[src/rtl/mean_pkg.sv]
// Shared types and helpers for the round-robin block-mean scheduler.
package mean_pkg;

    typedef enum logic [1:0] {
        IDLE  = 2'd0,
        ACCUM = 2'd1,
        DONE  = 2'd2
    } state_t;

    // Index that follows idx in a ring of ch entries.
    function automatic int unsigned rr_next(input int unsigned idx, input int unsigned ch);
        return (idx + 32'd1 >= ch) ? 32'd0 : idx + 32'd1;
    endfunction

endpackage

[src/rtl/rr_arbiter.sv]
// Combinational round-robin picker: first set request at or after i_ptr, wrapping.
module rr_arbiter #(
    parameter  int unsigned CH   = 4,
    localparam int unsigned CH_W = (CH > 1) ? $clog2(CH) : 1
) (
    input  logic [CH-1:0]   i_req,
    input  logic [CH_W-1:0] i_ptr,
    output logic            o_any,
    output logic [CH_W-1:0] o_idx
);

    logic [CH_W-1:0] w_cand;

    // Scan ptr, ptr+1, ... mod CH and keep the first requester found.
    always_comb begin
        o_any  = 1'b0;
        o_idx  = '0;
        w_cand = '0;
        for (int unsigned i = 0; i < CH; i++) begin
            w_cand = CH_W'((32'(i_ptr) + i) % CH);
            if (!o_any && i_req[w_cand]) begin
                o_any = 1'b1;
                o_idx = w_cand;
            end
        end
    end

endmodule

[src/rtl/mean_rr_sched.sv]
// Round-robin scheduler sharing one 2^N-sample block averager among CH sources.
module mean_rr_sched
    import mean_pkg::*;
#(
    parameter  int unsigned WIDTH       = 32,
    parameter  int unsigned N           = 2,
    parameter  int unsigned DEPTH_WIDTH = 34,
    parameter  int unsigned CH          = 4,
    localparam int unsigned CH_W        = (CH > 1) ? $clog2(CH) : 1
) (
    input  logic                clk,
    input  logic                rstn,
    input  logic [CH-1:0]       i_vld,
    input  logic [CH*WIDTH-1:0] i_data,
    output logic [CH-1:0]       o_rdy,
    input  logic                i_flush,
    output logic                o_vld,
    output logic [WIDTH-1:0]    o_data,
    output logic [CH_W-1:0]     o_ch,
    input  logic                i_rdy,
    output logic                o_busy
);

    localparam int unsigned CNT_W = (N > 0) ? N : 1;
    localparam logic [CNT_W-1:0] LAST = CNT_W'((1 << N) - 1);

    if (DEPTH_WIDTH < WIDTH + N) begin : g_bad_depth
        $fatal(1, "mean_rr_sched: DEPTH_WIDTH must be >= WIDTH+N");
    end

    state_t                 r_state;
    state_t                 w_next;
    logic [CH_W-1:0]        r_grant;
    logic [CH_W-1:0]        r_ptr;
    logic [CNT_W-1:0]       r_cnt;
    logic [DEPTH_WIDTH-1:0] r_sum;
    logic                   r_vld;
    logic [WIDTH-1:0]       r_data;
    logic [CH_W-1:0]        r_ch;

    logic                   w_any;
    logic [CH_W-1:0]        w_idx;
    logic [WIDTH-1:0]       w_sel;
    logic                   w_beat;
    logic                   w_last;
    logic [DEPTH_WIDTH-1:0] w_acc;
    logic [DEPTH_WIDTH-1:0] w_mean;

    rr_arbiter #(.CH(CH)) u_arb (
        .i_req (i_vld),
        .i_ptr (r_ptr),
        .o_any (w_any),
        .o_idx (w_idx)
    );

    // Granted channel's sample and the running sum including it.
    always_comb begin
        w_sel  = i_data[r_grant*WIDTH +: WIDTH];
        w_beat = i_vld[r_grant] & o_rdy[r_grant];
        w_last = (r_cnt == LAST);
        w_acc  = ((r_cnt == '0) ? '0 : r_sum) + DEPTH_WIDTH'(w_sel);
        w_mean = w_acc >> N;
    end

    // Ready only to the granted channel while accumulating; a flush blocks the beat.
    always_comb begin
        o_rdy = '0;
        if (r_state == ACCUM && !i_flush) begin
            o_rdy[r_grant] = 1'b1;
        end
    end

    // Next-state decode; flush returns to IDLE from any state.
    always_comb begin
        w_next = r_state;
        case (r_state)
            IDLE:    if (w_any) w_next = ACCUM;
            ACCUM:   if (w_beat && w_last) w_next = DONE;
            DONE:    if (i_rdy) w_next = IDLE;
            default: w_next = IDLE;
        endcase
        if (i_flush) begin
            w_next = IDLE;
        end
    end

    // State register.
    always_ff @(posedge clk) begin
        if (!rstn) begin
            r_state <= IDLE;
        end else begin
            r_state <= w_next;
        end
    end

    // Grant, beat counter, accumulator and held result.
    always_ff @(posedge clk) begin
        if (!rstn) begin
            r_grant <= '0;
            r_ptr   <= '0;
            r_cnt   <= '0;
            r_sum   <= '0;
            r_vld   <= 1'b0;
            r_data  <= '0;
            r_ch    <= '0;
        end else if (i_flush) begin
            r_cnt <= '0;
            r_vld <= 1'b0;
        end else begin
            case (r_state)
                IDLE: begin
                    if (w_any) begin
                        r_grant <= w_idx;
                    end
                end
                ACCUM: begin
                    if (w_beat) begin
                        r_sum <= w_acc;
                        if (w_last) begin
                            r_cnt  <= '0;
                            r_data <= w_mean[WIDTH-1:0];
                            r_ch   <= r_grant;
                            r_vld  <= 1'b1;
                            r_ptr  <= CH_W'(rr_next(32'(r_grant), CH));
                        end else begin
                            r_cnt <= r_cnt + CNT_W'(1);
                        end
                    end
                end
                DONE: begin
                    if (i_rdy) begin
                        r_vld <= 1'b0;
                    end
                end
                default: ;
            endcase
        end
    end

    assign o_vld  = r_vld;
    assign o_data = r_data;
    assign o_ch   = r_ch;
    assign o_busy = (r_state != IDLE);

endmodule

[config.mk]
export PLATFORM = sky130hd
export DESIGN_NAME = mean_rr_sched
export DESIGN_NICKNAME = d
export VERILOG_FILES = /design/src/rtl/mean_pkg.sv /design/src/rtl/rr_arbiter.sv /design/src/rtl/mean_rr_sched.sv
export SDC_FILE = /design/constraint.sdc
export NUM_CORES = 1
export LEC_CHECK = 0
export CAP_MARGIN = 20
export CORE_MARGIN = 2
export CORE_UTILIZATION = 40
export DETAILED_ROUTE_END_ITERATION = 10
export GPL_TIMING_DRIVEN = 0
export PLACE_DENSITY = 0.72
export SYNTH_ARGS = -nofsm -noshare
export SYNTH_HDL_FRONTEND = slang
export SYNTH_SLANG_ARGS = --single-unit
[constraint.sdc]
create_clock -name clk -period 5 [get_ports clk]
set_input_delay 1.25 -clock clk [delete_from_list [all_inputs] [get_ports clk]]
set_output_delay 1.25 -clock clk [all_outputs]
set_load 0.02 [all_outputs]
======== Word level (Yosys, flattened, before mapping) ========
Index checks and enable logic that the tools add are counted.
word-level totals
  register bits ........................... 77
  bits of input ports ..................... 136
  output and inout bits ................... 40
cells by class
  $add $sub $neg .......................... 6
  magnitude comparators ................... 7
  eq/ne operators ......................... 8
  shifts and indexed selects .............. 1
  muxes and demuxes ....................... 34
  bitwise operators ....................... 3
  reduce and logical (&&, ||, !) cells .... 21
operators with widths
  operator               count
  $shiftx A128 B8 Y32    1
  $add A34 B32 Y34       1
  $mux W34               1
  $mux W2                9
  $lt A2 B3 Y1 const B   5
  $mux W1                14
  $bmux W1 S2            6
  $reduce_and A3 Y1      3
  $reduce_and A4 Y1      2
  $logic_and A1 B1 Y1    6
  $ne A2 B2 Y1 const B   3
  $pmux W2 S3            1
  $add A2 B1 Y2 const B  2
  $add A2 B2 Y2 const B  2
  $eq A2 B2 Y1 const B   2
  $logic_not A1 Y1       4
  $logic_not A2 Y1       2
  $mux W4                1
  $ne A2 B1 Y1 const B   2
  $reduce_bool A2 Y1     2
  $add A2 B1 Y3 const B  1
  $ge A3 B3 Y1 const B   1
  $demux W1 S2           1
  $eq A2 B1 Y1 const B   1
  6 further kinds        7

======== Longest topological paths before layout ========
  depth after elaboration ................. 14
  gate-level depth with buffers ........... 15
  mapped depth without buffers ............ 13

======== Hierarchy ========
Synthesis repeated with hierarchy kept, for this count alone.
unflattened totals
  cells, all modules ...................... 721
  area, all modules ....................... 5,977.0 µm²
modules (own cells, without submodules)
  module         times used  cells an instance  area an instance (µm²)  seq. area each (µm²)
  mean_rr_sched  1           706                5,899.4                 1,541.5
  rr_arbiter     1           15                 77.6                    0.0

======== Worst setup path after synthesis ========
OpenSTA, ideal clock, no wires.
  path type ............................... input to register
  start ................................... in i_data[96]
  end ..................................... reg r_data[22] (netlist: o_data[22])
  data arrival time ....................... 3.939 ns
  required time ........................... 4.869 ns
  slack ................................... 0.931 ns
  stages on the path ...................... 11
  buffers on the path ..................... 0
  cells stage by stage .................... mux4_2 > ha_1 > fa_1 > a21o_1 > a221o_1 > o2111ai_2 > nand3_2 > a31o_2 > a31oi_1 > xor2_1 > o31ai_1
between the ends
  longest elaborated chain between the ends .. 2
ends and longest elaborated chain
  what                  RTL line              text
  start, declared       mean_rr_sched.sv:14   input logic [CH*WIDTH-1:0] i_data,
  $shiftx A128 B8 Y32   mean_rr_sched.sv:58   w_sel = i_data[r_grant*WIDTH +: WIDTH];
  $add A34 B32 Y34      mean_rr_sched.sv:61   w_acc = ((r_cnt == '0) ? '0 : r_sum) + DEPTH_WIDTH'(w_sel);
  end signal, assigned  mean_rr_sched.sv:121  r_data <= w_mean[WIDTH-1:0];
  end, declared         mean_rr_sched.sv:38   logic [WIDTH-1:0] r_data;
No other way between the ends.
A chain may end at the register's enable or synchronous reset.

======== Final worst setup path ========
  start ................................... in i_data[96]
  end ..................................... reg r_sum[32]
between the ends
  longest elaborated chain between the ends .. 2
ends and longest elaborated chain
  what                  RTL line              text
  $shiftx A128 B8 Y32   mean_rr_sched.sv:58
  $add A34 B32 Y34      mean_rr_sched.sv:61
  end signal, assigned  mean_rr_sched.sv:118  r_sum <= w_acc;
  end, declared         mean_rr_sched.sv:36   logic [DEPTH_WIDTH-1:0] r_sum;
No other way between the ends.

==> results.txt <==
----------------------------------------------------
[Outcome]
  Outcome ... finished, final reports clean

[Global route]
  Total routing usage reported by global routing ... 22.70%
  Initial antenna violation count ... 0
  Global-route wire length before repair ... 29150 um
  Remaining global-route overflow ... 0
  Vias in the first global route ... 5825
  Pin count of the biggest net entering global routing ... 15

[Critical path]
  Worst flop-to-flop path endpoint ... r_sum[33]
  Endpoint type of the worst setup path ... flip-flop
  Crit path DAT ... 4.72 ns
  Kind of critical path ... input pin to flip-flop
  Worst R2R Setup Slack ... 0.62 ns
  Reg-to-reg startpoint ... r_grant[1]
  Element type at the critical path start ... input pin
  Required arrival time at the worst endpoint ... 5.27 ns
  Crit Path Max Fanout ... 3
  Cell count of the worst reg-to-reg path ... 12

[Placed design]
  Routability-driven placement congestion ratio ... 0.9272
  Placed Cells ... 1065
  Placed standard-cell area ... 0.007999 mm2
  DP HPWL ... 14190 um
  Count of input and output buffers ... 175

[Die]
  Number of top-level pins ... 176
  Die Ht ... 126.7 um
  Std-Cell Rows ... 44
  Die Span X ... 126.7 um
  Floorplan core area ... 0.01459 mm2
  Area of the die ... 0.01604 mm2
  Effective utilization at floorplan ... 41.24%

[Clocking]
  # resized after CTS ... 0
  Clock buffer count from CTS ... 9
  H-tree lvl count ... 3
  Clock Latency Late Sink ... 0.35 ns
  CTS tree ... built
  Root cell of the clock tree ... sky130_fd_sc_hd__clkbuf_16
  Clock transition at the register clock pins on the worst setup and hold paths after CTS ... 0.06 ns
  Max Buffers Root-to-Sink ... 2
  Count of buffers added by post-CTS timing repair for setup ... 0
  Post-CTS Hold Fix Bufs ... 0
  Total clock sinks ... 77

[Final layout]
  Antenna Cells ... 0
  Summed area of non-filler cells in the final layout ... 0.008332 mm2
  Post-layout nets ... 1068
  Final core utilization ... 57.11%
  Share of layout cells above drive strength 1 ... 10.26%
  Most frequent standard cell in the layout excluding fill and tap cells ... sky130_fd_sc_hd__clkdlybuf4s50_1
  Final Instance Count excl. Fillers ... 1081
  Filler cells ... 1348
  Commonest non-fill, non-tap cells in the layout ... 175 x sky130_fd_sc_hd__clkdlybuf4s50_1, 118 x sky130_fd_sc_hd__nand2_1, 82 x sky130_fd_sc_hd__a21oi_1, 77 x sky130_fd_sc_hd__dfxtp_1, 39 x sky130_fd_sc_hd__ha_1
  Area Growth Syn to Fin ... 38.47%

[Timing]
  Number of setup violations in the final report ... 0
  Number of failing hold endpoints at the final stage ... 0
  Worst setup skew after layout ... 0.01103 ns
  Final period utilization ... 89.07%
  Worst Tran Pin Value ... 0.8344 ns
  Timing-limited maximum frequency ... 224.5 MHz
  Unrepaired setup endpoints after global routing ... false
  Worst hold margin ... 0.4503 ns
  Final-layout setup total negative slack ... 0 ns
  Count of pins over their slew limit ... 0
  Max-Slew Margin vs Limit ... 44.37%
  Tmin final ... 4.453 ns

[Detailed routing]
  First-pass DRT Iterations ... 5
  DR DRC count ... 0
  Post-detailed-route count of antenna-violating nets ... 0
  Routed WL ... 18360 um
  Violation count after the first detailed-route iteration ... 410
  Via density ... 5.612
  Vias after detailed routing ... 6067
  Routed wire length per instance ... 16.99 um

[Worst hold path]
  Type of the most critical hold path ... flip-flop to flip-flop
  Worst hold stages ... 2
  Startpoint of the lowest-slack hold path ... r_sum[5]
  Hold Path Sink ... r_sum[5]

[Synthesis]
  Number of synthesized flops with an enable pin ... 0
  Post-synthesis cell type count ... 70
  Yosys Warn Count ... 0
  Sequential area share after synthesis ... 25.62%
  Number of storage elements in the synthesis netlist ... 77
  Syn Inst Count ... 706
  Combined area of all synthesized cells ... 0.006017 mm2
  Mapped Nets ... 882
  Primary flip-flop cell chosen by synthesis mapping ... sky130_fd_sc_hd__dfxtp_1
  Synthesized area divided by synthesized cell count ... 8.523 um2
  Async set-or-reset flop fraction in the synthesized netlist ... 0%

[Power and ir drop]
  Power per standard cell area ... 203.4 mW/mm2
  P_leak ... 3.193 nW
  IR drop worst, VDD ... 0.1520 mV

[Flow run]
  Number of maximum-capacitance violations ... 0

----------------------------------------------------
[worst max-delay path by stage]
stage | slack [ns] | from | cells after the start | to
final | 0.55 | i_data[96] | 12 | r_sum[32]
after CTS | 0.59 | i_data[96] | 12 | r_sum[32]
after detailed placement | 0.24 | i_data[96] | 12 | o_data[22]
after global routing | 0.44 | i_data[96] | 12 | r_sum[26]
after floorplan | 0.93 | i_data[96] | 11 | o_data[22]
after global placement | 0.23 | i_data[96] | 12 | o_data[22]
[final cells by class]
class	instances	area [um2]	area share, %
Multi-Input combinational cell	569	4133	49.60
Timing Repair Buffer	175	1752	21.02
Sequential cell	77	1541	18.50
Buffer	45	286.5	3.439
Clock buffer	10	239.0	2.868
Tap cell	184	230.2	2.763
Clock inverter	6	93.84	1.126
Inverter	15	56.30	0.6758
[kinds of logic after synthesis]
logic type	count (synthesis)	share of synthesized area, %
AO/OA/AOI/OAI	209	23.41
XOR/XNOR	18	2.620
adder cells (fa/ha/maj)	40	8.443
buffers and inverters	60	5.698
flip-flops	77	25.62
multiplexers	34	12.31
AND/OR/NAND/NOR	268	21.90
[power by group]
part,internal (mW),switching [mW]
Combinational,0.186,0.147
Clock,0.455,0.282
Sequential,0.621,0.00391
[per-stage QoR]
| stage | setup slack [ns] | power (mW) |
|---|---|---|
| 4_1_cts | 0.5878 | 1.703 |
| 3_3_place_gp | 0.2327 | 0.9669 |
| 5_1_grt | 0.4363 | 1.753 |
| 6_report | 0.5466 | 1.695 |
| 3_5_place_dp | 0.2438 | 0.9699 |
| 2_1_floorplan | 0.9306 | 0.8143 |
[sequential cells by signal, summed over array words and instances, names as in the netlist]
register  count
r_ptr         2
o_vld         1
o_data       32
r_sum        34
r_state       2
r_grant       2
o_ch          2
r_cnt         2
[cell usage after synthesis, types with 6 or more instances]
master / instances / area share [%]
sky130_fd_sc_hd__nand2_1: 118 / 7.4
sky130_fd_sc_hd__a21oi_1: 82 / 6.8
sky130_fd_sc_hd__dfxtp_1: 77 / 26
sky130_fd_sc_hd__ha_1: 39 / 8.1
sky130_fd_sc_hd__nand3_1: 33 / 2.7
sky130_fd_sc_hd__nor2b_1: 33 / 3.4
sky130_fd_sc_hd__mux4_2: 32 / 12
sky130_fd_sc_hd__a21o_1: 28 / 3.5
sky130_fd_sc_hd__clkbuf_1: 24 / 1.5
sky130_fd_sc_hd__nor2_1: 24 / 1.5
sky130_fd_sc_hd__o21ai_0: 23 / 1.9
sky130_fd_sc_hd__inv_1: 14 / 0.87
sky130_fd_sc_hd__a211oi_1: 13 / 1.6
sky130_fd_sc_hd__xnor2_1: 12 / 1.7
sky130_fd_sc_hd__nand4_1: 10 / 1.0
sky130_fd_sc_hd__clkbuf_8: 8 / 1.8
sky130_fd_sc_hd__and2_1: 7 / 0.73
sky130_fd_sc_hd__or3_1: 7 / 0.73
sky130_fd_sc_hd__a31oi_1: 6 / 0.62
sky130_fd_sc_hd__and3_1: 6 / 0.62
sky130_fd_sc_hd__nor3_1: 6 / 0.50
sky130_fd_sc_hd__o211ai_1: 6 / 0.75
sky130_fd_sc_hd__xor2_1: 6 / 0.87
[worst max-delay path, stage by stage]
cell,delay (ns)
sky130_fd_sc_hd__clkdlybuf4s50_1,0.40
sky130_fd_sc_hd__mux4_2,0.49
sky130_fd_sc_hd__ha_1,0.26
sky130_fd_sc_hd__fa_1,0.41
sky130_fd_sc_hd__a21o_1,0.23
sky130_fd_sc_hd__a221o_1,0.37
sky130_fd_sc_hd__o2111ai_2,0.25
sky130_fd_sc_hd__a31oi_1,0.15
sky130_fd_sc_hd__o2bb2ai_2,0.25
sky130_fd_sc_hd__o21a_1,0.24
sky130_fd_sc_hd__or3b_1,0.36
sky130_fd_sc_hd__o221ai_1,0.07
[per-layer routing]
| metal | up-vias | part of all wire, % | global-route usage [%] |
|---|---|---|---|
| li1 | 2992 | - | - |
| met1 | 2819 | 43 | 28.90 |
| met2 | 230 | 47 | 38.31 |
| met3 | 26 | 8.2 | 5.399 |
| met4 | 0 | 1.9 | 6.658 |
| met5 | - | 0 | 0 |
No activity file was read; power rests on OpenSTA's default activity.
